$ cat src/rtl/sram_ctrl_pkg.sv
// Shared definitions for the SRAM port initiator: default geometry and FSM states.
package sram_ctrl_pkg;

    localparam int DATA_WIDTH_DEF = 32;
    localparam int ADDR_WIDTH_DEF = 8;
    localparam int NUM_WMASKS_DEF = DATA_WIDTH_DEF / 8;

    // INIT zero-fills the macro, RUN serves requests.
    typedef enum logic {
        ST_INIT = 1'b0,
        ST_RUN  = 1'b1
    } state_e;

endpackage

$ cat src/rtl/sram_rsp_fifo.sv
// Synchronous response FIFO holding {addr, rdata} for completed reads.
// Pointers carry one extra bit so full/empty are unambiguous; the low bits
// index storage and wrap modulo DEPTH. Overflow is prevented upstream by credits.
module sram_rsp_fifo #(
    parameter int DEPTH = 4,
    parameter int WIDTH = 40
) (
    input  logic             clk,
    input  logic             rst,
    input  logic             push,
    input  logic [WIDTH-1:0] push_data,
    input  logic             pop,
    output logic [WIDTH-1:0] pop_data,
    output logic             empty
);

    localparam int PW = $clog2(DEPTH);

    logic [WIDTH-1:0] mem [DEPTH];
    logic [PW:0]      wr_ptr;
    logic [PW:0]      rd_ptr;

    assign empty    = (wr_ptr == rd_ptr);
    assign pop_data = mem[rd_ptr[PW-1:0]];

    // Pointer update; simultaneous push and pop leave occupancy unchanged.
    always_ff @(posedge clk) begin
        if (rst) begin
            wr_ptr <= '0;
            rd_ptr <= '0;
        end else begin
            if (push)
                wr_ptr <= wr_ptr + (PW+1)'(1);
            if (pop && !empty)
                rd_ptr <= rd_ptr + (PW+1)'(1);
        end
    end

    // Storage write; contents need no reset since pointers gate visibility.
    always_ff @(posedge clk) begin
        if (push)
            mem[wr_ptr[PW-1:0]] <= push_data;
    end

endmodule

$ cat src/rtl/sram_port_initiator.sv
// Valid/ready front end for a single-port synchronous SRAM macro.
// Requests accepted at edge k are registered onto the macro pins for one cycle,
// the macro samples them at k+1 and read data is captured at k+2 into a
// response FIFO. A credit counter (FIFO occupancy + reads in flight) keeps
// the FIFO from ever overflowing, so reads never need to be stalled mid-pipe.
module sram_port_initiator
    import sram_ctrl_pkg::*;
#(
    parameter int DATA_WIDTH    = DATA_WIDTH_DEF,
    parameter int ADDR_WIDTH    = ADDR_WIDTH_DEF,
    parameter int NUM_WMASKS    = NUM_WMASKS_DEF,
    parameter int RSP_DEPTH     = 4,
    parameter int INIT_ON_RESET = 1
) (
    input  logic                  clk,
    input  logic                  rst,
    input  logic                  req_valid,
    output logic                  req_ready,
    input  logic                  req_we,
    input  logic [ADDR_WIDTH-1:0] req_addr,
    input  logic [DATA_WIDTH-1:0] req_wdata,
    input  logic [NUM_WMASKS-1:0] req_wmask,
    output logic                  rsp_valid,
    input  logic                  rsp_ready,
    output logic [DATA_WIDTH-1:0] rsp_rdata,
    output logic [ADDR_WIDTH-1:0] rsp_addr,
    output logic                  csb0,
    output logic                  web0,
    output logic [NUM_WMASKS-1:0] wmask0,
    output logic [ADDR_WIDTH-1:0] addr0,
    output logic [DATA_WIDTH-1:0] din0,
    input  logic [DATA_WIDTH-1:0] dout0,
    output logic                  init_busy
);

    localparam int             CW       = $clog2(RSP_DEPTH) + 1;
    localparam logic [CW-1:0]  CRED_MAX = CW'(RSP_DEPTH);
    localparam state_e         ST_RST   = (INIT_ON_RESET != 0) ? ST_INIT : ST_RUN;

    state_e                         state;
    state_e                         state_nxt;
    logic [ADDR_WIDTH-1:0]          init_cnt;
    logic                           init_last;
    logic [CW-1:0]                  credits;
    logic [2:1]                     vld_pipe;
    logic [2:1][ADDR_WIDTH-1:0]     addr_pipe;
    logic                           accept;
    logic                           rd_acc;
    logic                           pop;
    logic                           fifo_empty;

    assign init_last = (init_cnt == {ADDR_WIDTH{1'b1}});
    assign accept    = req_valid && req_ready;
    assign rd_acc    = accept && !req_we;
    assign rsp_valid = !fifo_empty;
    assign pop       = rsp_valid && rsp_ready;

    // State register.
    always_ff @(posedge clk) begin
        if (rst)
            state <= ST_RST;
        else
            state <= state_nxt;
    end

    // Next state: leave INIT once the last address has been zero-filled.
    always_comb begin
        state_nxt = state;
        if (state == ST_INIT && init_last)
            state_nxt = ST_RUN;
    end

    // Outputs: writes are always admissible in RUN, reads only with a free credit.
    always_comb begin
        init_busy = (state == ST_INIT);
        req_ready = 1'b0;
        if (!rst && state == ST_RUN)
            req_ready = req_we || (credits < CRED_MAX);
    end

    // Zero-fill address counter; restarts at 0 on every reset.
    always_ff @(posedge clk) begin
        if (rst)
            init_cnt <= '0;
        else if (state == ST_INIT)
            init_cnt <= init_cnt + ADDR_WIDTH'(1);
    end

    // Macro pins are pure flops: idle unless zero-filling or a request was accepted.
    always_ff @(posedge clk) begin
        if (rst) begin
            csb0   <= 1'b1;
            web0   <= 1'b1;
            wmask0 <= '0;
            addr0  <= '0;
            din0   <= '0;
        end else if (state == ST_INIT) begin
            csb0   <= 1'b0;
            web0   <= 1'b0;
            wmask0 <= '1;
            addr0  <= init_cnt;
            din0   <= '0;
        end else if (accept) begin
            csb0   <= 1'b0;
            web0   <= !req_we;
            wmask0 <= req_we ? req_wmask : '0;
            addr0  <= req_addr;
            din0   <= req_we ? req_wdata : '0;
        end else begin
            csb0   <= 1'b1;
            web0   <= 1'b1;
            wmask0 <= '0;
            addr0  <= '0;
            din0   <= '0;
        end
    end

    // Read tracking: stage 1 = on the pins, stage 2 = dout0 valid this cycle.
    always_ff @(posedge clk) begin
        if (rst)
            vld_pipe <= '0;
        else
            vld_pipe <= {vld_pipe[1], rd_acc};
        addr_pipe <= {addr_pipe[1], req_addr};
    end

    // Credits cover reads in flight plus FIFO entries; push only moves one between them.
    always_ff @(posedge clk) begin
        if (rst)
            credits <= '0;
        else
            credits <= credits + CW'(rd_acc) - CW'(pop);
    end

    // dout0 is only sampled when a tracked read reaches stage 2.
    sram_rsp_fifo #(
        .DEPTH (RSP_DEPTH),
        .WIDTH (DATA_WIDTH + ADDR_WIDTH)
    ) u_rsp_fifo (
        .clk       (clk),
        .rst       (rst),
        .push      (vld_pipe[2]),
        .push_data ({addr_pipe[2], dout0}),
        .pop       (pop),
        .pop_data  ({rsp_addr, rsp_rdata}),
        .empty     (fifo_empty)
    );

endmodule

$ cat config.mk
export PLATFORM = sky130hd
export DESIGN_NAME = sram_port_initiator
export DESIGN_NICKNAME = d
export VERILOG_FILES = /design/src/rtl/sram_ctrl_pkg.sv /design/src/rtl/sram_rsp_fifo.sv /design/src/rtl/sram_port_initiator.sv
export SDC_FILE = /design/constraint.sdc
export NUM_CORES = 1
export LEC_CHECK = 0
export ABC_AREA = 1
export BUFFER_PORTS_ARGS = -buffer_cell sky130_fd_sc_hd__buf_2
export CAP_MARGIN = 25
export CORE_MARGIN = 5
export CORE_UTILIZATION = 55
export CTS_BUF_LIST = sky130_fd_sc_hd__clkbuf_4
export DETAILED_ROUTE_END_ITERATION = 10
export PLACE_DENSITY = 0.79
export SLEW_MARGIN = 20
export SYNTH_ARGS = -nofsm -noshare
export SYNTH_HDL_FRONTEND = slang
export SYNTH_HIERARCHICAL = 1
export SYNTH_SLANG_ARGS = --single-unit
$ cat constraint.sdc
create_clock -name clk -period 3.07 [get_ports clk]
set_input_delay 0.614 -clock clk [delete_from_list [all_inputs] [get_ports clk]]
set_output_delay 0.614 -clock clk [all_outputs]
set_load 0.01 [all_outputs]
# Yosys cells after proc, flatten, opt, wreduce, memory -nomap -nowiden
# Memories as Yosys holds them, arrays and structs flattened. A register that Yosys moved wholly into a read port is not among the register bits.
# Index checks and enable logic that the tools add are counted.
word_totals:
  ff_bits: 82
  latch_bits: 0
  ram_bits: 160
  romBits: 0
  in_bits: 81
  output_inout_bits: 89
  word_cells: 50
  memories: 1
classes:
  add_sub_neg: 5
  n_mul: 0
  div: 0
  magnitude_cmp: 1
  n_eq_ne: 2
  shifts: 0
  n_mux: 14
  bitwise_logic: 3
  reduce_logical: 11
mem_list:
  columns: ["name", "depth", "width", "read_ports", "rd_clocked_by_memory_dff", "wr", "line", "text"]
  rows:
  - ["u_rsp_fifo.mem", 4, 40, 1, 1, 1, "sram_rsp_fifo.sv:19", "logic [WIDTH-1:0] mem [DEPTH];"]
op_table:
  columns: ["operator", "count"]
  rows:
  - ["8-bit two-way mux", 2]
  - ["4-bit two-way mux", 3]
  - ["8-bit by 1-bit adder with 8-bit output (second input constant)", 1]
  - ["8-bit equality test (second input constant)", 1]
  - ["1-bit two-way mux", 7]
  - ["3-bit by 1-bit adder with 3-bit output (second input constant)", 2]
  - ["1-bit logical AND", 6]
  - ["2-bit two-way mux", 2]
  - ["4-bit OR reduction", 1]
  - ["3-bit by 1-bit adder with 3-bit output", 1]
  - ["3-bit equality test", 1]
  - ["1-bit zero test", 3]
  - ["3-bit < comparator (second input constant)", 1]
  - ["1-bit NOT", 3]
  - ["3-bit by 1-bit subtractor with 3-bit output", 1]
  - ["1-bit logical OR", 1]

# Logic depth before layout (Yosys ltp)
depth:
  word_depth: 7
  ltp_mapped: 13

# Modules after synthesis
# Netlist, hierarchy kept.
modules_own_cells:
  columns: ["mod", "instances", "cells_per_inst", "area_each_um2", "seq_area_each_um2"]
  rows:
  - ["sram_rsp_fifo", 1, 446, 6339.8, 4964.8]
  - ["sram_port_initiator", 1, 266, 2437.3, 1521.5]

# Least setup slack after synthesis
# No wires, ideal clock.
synth_path:
  kind: "input to register"
  from: "in rst"
  to: "reg credits[2]"
  setup_time_ns: 0.070
  arrival_ns: 2.260
  required_time_ns: 3.000
  setup_slack_ns: 0.740
  cell_stages: 12
  n_path_buf: 1
  cell_sequence: "buf_4 > nor2_4 > nand3_1 > nor2_1 > inv_1 > ha_1 > inv_1 > ha_1 > fa_1 > inv_1 > nand2_1 > a21oi_1"
synth_between:
  elab_chain_len: 7
synth_rtl:
  columns: ["element", "line", "text"]
  rows:
  - ["start, declared", "sram_port_initiator.sv:16", "input logic rst,"]
  - ["1-bit zero test", "sram_port_initiator.sv:77", "if (!rst && state == ST_RUN)"]
  - ["1-bit logical AND", "sram_port_initiator.sv:77", null]
  - ["1-bit two-way mux", "sram_port_initiator.sv:77", null]
  - ["1-bit logical AND", "sram_port_initiator.sv:53", "assign accept = req_valid && req_ready;"]
  - ["1-bit logical AND", "sram_port_initiator.sv:54", "assign rd_acc = accept && !req_we;"]
  - ["3-bit by 1-bit adder with 3-bit output", "sram_port_initiator.sv:132", "credits <= credits + CW'(rd_acc) - CW'(pop);"]
  - ["3-bit by 1-bit subtractor with 3-bit output", "sram_port_initiator.sv:132", null]
  - ["end signal, assigned", "sram_port_initiator.sv:132", null]
  - ["end, declared", "sram_port_initiator.sv:44", "logic [CW-1:0] credits;"]
# Parallel ways exist; a longest one is shown, timed or not.
# A chain may end at the register's enable or synchronous reset.

==> metrics.md <==
| Metric | Value |
|---|---|
| Reg clk slew, reported paths | `~0.07 ns` |
| Sequential share of power | `0.575` |
| CP required | `2.46 ns` |
| Drt wl/cell | `14.7 um` |
| Yosys warnings | `6` |
| Minimum hold slack | `0.0824 ns` |
| Worst relative slew slack | `0.447` |
| Switching Share | `0.207` |
| FMAX | `0.364 GHz` |
| Worst R2R Path Depth | `12` |
| H-tree levels | `2` |
| Drt pass-1 iters | `5` |
| Worst R2R Setup Slack | `about 0.84 ns` |
| Clock skew | `~0.031 ns` |
| Clock latency on the worst-skew pair | `approximately 0.65 ns` |
| Share of cells above drive strength 1 | `0.313` |
| Largest net degree at the start of global routing | `81` |
| Most frequent cells in the layout | `169 x buf_2, 160 x edfxtp_1, 123 x nor2_1` |
| Die ar. | `around 0.019 mm2` |
| Maximum Capacitance Violations | `0` |
| Die width | `136 um` |
| Setup bufs post-CTS | `0` |
| Critical path endpoint category | `output pin` |
| Number of global-route vias before repair | `5903` |
| HP Start | `req_addr[5]` |
| CTS tree | `yes` |
| Clock sinks | `about 240` |
| Post-DP HPWL | `approximately 11000 um` |
| Final setup TNS | `0 ns` |
| Wl on met1 | `between 7000 and 8000 um` |
| Met3 WL | `approximately 1600 um` |
| Overflow after GRT | `0` |
| DRT iter0 DRCs | `roughly 320` |
| DR DRC count | `0` |
| Cts bufs inserted | `58` |
| Synthesized area | `0.00878 mm2` |
| Tot GR Track Use | `0.188` |
| Fin crit period | `approximately 2.7 ns` |
| Post-Synthesis Cells | `a little over 700` |
| Area Growth Syn to Fin | `20.0%` |
| Nets | `between 1k and 1.5k` |
| Max clock buf depth | `3` |
| Initial antenna violation count | `1` |
| Top routing layer in use | `met4` |
| Fin. max-slew vios | `0` |
| RSZ-0062 raised after global routing | `false` |
| Syn nets | `between 800 and 900` |
| Peak supply drop | `roughly 0.37 mV` |
| Logic pwr share | `0.019` |
| Syn Area/Cell | `between 10 and 15 um2` |
| Status | `complete, no violations` |
| CP arrival | `2.13 ns` |
| FF+latch count, synth | `244` |
| Type of the most critical hold path | `in2reg` |
| Initial Util | `0.557` |
| I/O pin cnt | `170` |
| Clk root buf | `clkbuf_4` |
| Fillers | `1199` |
| Worst r2r src | `u_rsp_fifo/wr_ptr[0]` |
| Worst-margin pin slew | `around 0.83 ns` |
| Fin crit share | `0.894` |
| Slowest cell on the critical path | `dfxtp_1` |
| Port buffer count | `between 150 and 200` |
| Net Switching | `1.27 mW` |
| Setup Viol. Count Final | `0` |
| Slowest stage delay, CP | `0.64 ns` |
| Final hold viol count | `0` |
| Vias | `~6k` |
| Post-cts resize count | `0` |
| Crit Path Category | `reg2out` |
| First-pass GRT wire length | `between 20000 and 30000 um` |
| Worst Path Max Fanout | `17` |
| Die H | `around 140 um` |
| Total power divided by cell area | `582 mW/mm2` |
| Endpoint of the worst register-to-register path | `credits[1]` |
| Leak | `roughly 4.4 nW` |
| Placeable Area | `roughly 0.016 mm2` |
| Met2 WL post-DR | `8280 um` |
| Distinct cells, synth | `31` |
| Power Internal | `slightly below 5 mW` |
| Row count | `46` |
| Hold Path Cell Cnt | `1` |
| Total Wirelength | `around 17000 um` |
| Routed vias/inst | `between 4 and 5` |
| Hold Path Sink | `addr_pipe[5]` |
| Worst setup SP type | `register` |
| CTS Hold Bufs | `0` |
| Clock share of power | `0.406` |
| Most common cell after layout, fill and taps aside | `buf_2` |
| Register area share after synthesis | `0.739` |
| Antenna viol nets, final | `0` |
| RD Place Congestion | `approximately 0.85` |
| Crit-path cells | `buf_4, o21ai_0, o22ai_1, buf_2` |
==> kinds of logic (layout without fill, tap and decap cells) <==
kind of cell / after synthesis / after routing / share of synthesized area
AO/OA/AOI/OAI: 152 / 152 / 0.0938
XOR/XNOR: 2 / 2 / 0.00200
adder cells (fa/ha/maj): 9 / 9 / 0.0137
buffers and inverters: 106 / 363 / 0.0553
flip-flops: 244 / 244 / 0.739
other: 0 / 1 / 0
AND/OR/NAND/NOR: 199 / 199 / 0.0962
==> routing by layer <==
metal	track usage	vias to the layer above
met2	0.310	252
met4	0.0806	0
li1	-	2924
met1	0.225	2694
met5	0	-
met3	0.0651	34
==> sequential cells by signal (all words and copies together) (netlist names), named ones only <==
name	count
u_rsp_fifo/mem	160
din0	32
addr_pipe	16
addr0	8
init_cnt	8
wmask0	4
credits	3
u_rsp_fifo/rd_ptr	3
u_rsp_fifo/wr_ptr	3
vld_pipe	2
csb0	1
state	1
web0	1
==> power by group through the flow <==
stage | registers (mW) | clock network [mW] | logic (mW)
6_report | 3.52 | 2.49 | 0.118
3_5_place_dp | 3.59 | 0 | 0.118
3_3_place_gp | 3.59 | 0 | 0.113
2_1_floorplan | 3.60 | 0 | 0.0314
4_1_cts | 3.52 | 2.59 | 0.119
5_1_grt | 3.52 | 2.76 | 0.134
==> synthesized netlist by cell type <==
cell      instances  area [um2]
nor2_1          123         462
nor3_1            4        20.0
edfxtp_1        160        4800
buf_2            16        80.1
inv_2             5        18.8
nand2_1          42         158
dfxtp_1          84        1680
clkinv_2          1        5.00
clkbuf_1          4        15.0
buf_6             4        45.0
inv_1            64         240
buf_1             1        3.75
ha_1              8         100
nor2_4            2        22.5
clkinv_1          1        3.75
o21ai_0          48         240
nand4_1          10        62.6
o22ai_1          40         250
nand3_4           1        17.5
a21oi_1          19        95.1
nand3_2           1        10.0
o21ai_1          43         215
a31oi_1           1        6.26
buf_4             9        67.6
nor2_2            9        56.3
fa_1              1        20.0
inv_4             1        6.26
nand2_2           1        6.26
a21oi_4           1        16.3
xnor2_1           2        17.5
nand3_1           6        30.0
==> how the worst max path moves through the flow <==
stage | startpoint | end | slack [ns]
2_1_floorplan | rst | credits[2] | 0.74
3_3_place_gp | req_we | credits[2] | 0.62
5_1_grt | register | rsp_rdata[18] | 0.09
3_5_place_dp | req_we | credits[2] | 0.56
6_report | register | rsp_rdata[5] | 0.33
4_1_cts | register | rsp_addr[4] | 0.24
==> through the flow <==
step | total power, mW | cell area [um2] | worst slack, ns | util | cells
final | 6.13 | 10500 | 0.325 | 0.668 | 1186
after global routing | 6.41 | 10500 | 0.0931 | 0.668 | 1186
after CTS | 6.23 | 10500 | 0.240 | 0.668 | 1185
after detailed placement | 3.71 | 9800 | 0.555 | 0.621 | 1078
after global placement | 3.71 | 9800 | 0.620 | 0.621 | 1078
after floorplan | 3.63 | 8780 | 0.740 | - | 712
==> critical path, delay by kind of cell, from the launching register on <==
| kind | cells | cell delay, ns |
|---|---|---|
| AOI/OAI and AO/OA | 2 | 0.36 |
| DFF | 1 | 0.64 |
| buffers and inverters | 2 | 0.49 |
==> layout make-up <==
cell class	instances	area [um2]	area share
repair buffers	184	958	0.0910
inverters	72	274	0.0260
well taps	216	270	0.0257
clock inverters	20	82.6	0.00784
clock buffers	87	653	0.0620
diodes	1	2.50	0.000238
multi-input cells	362	1810	0.171
flip-flops and latches	244	6490	0.616
(Power assumes the default switching activity.)
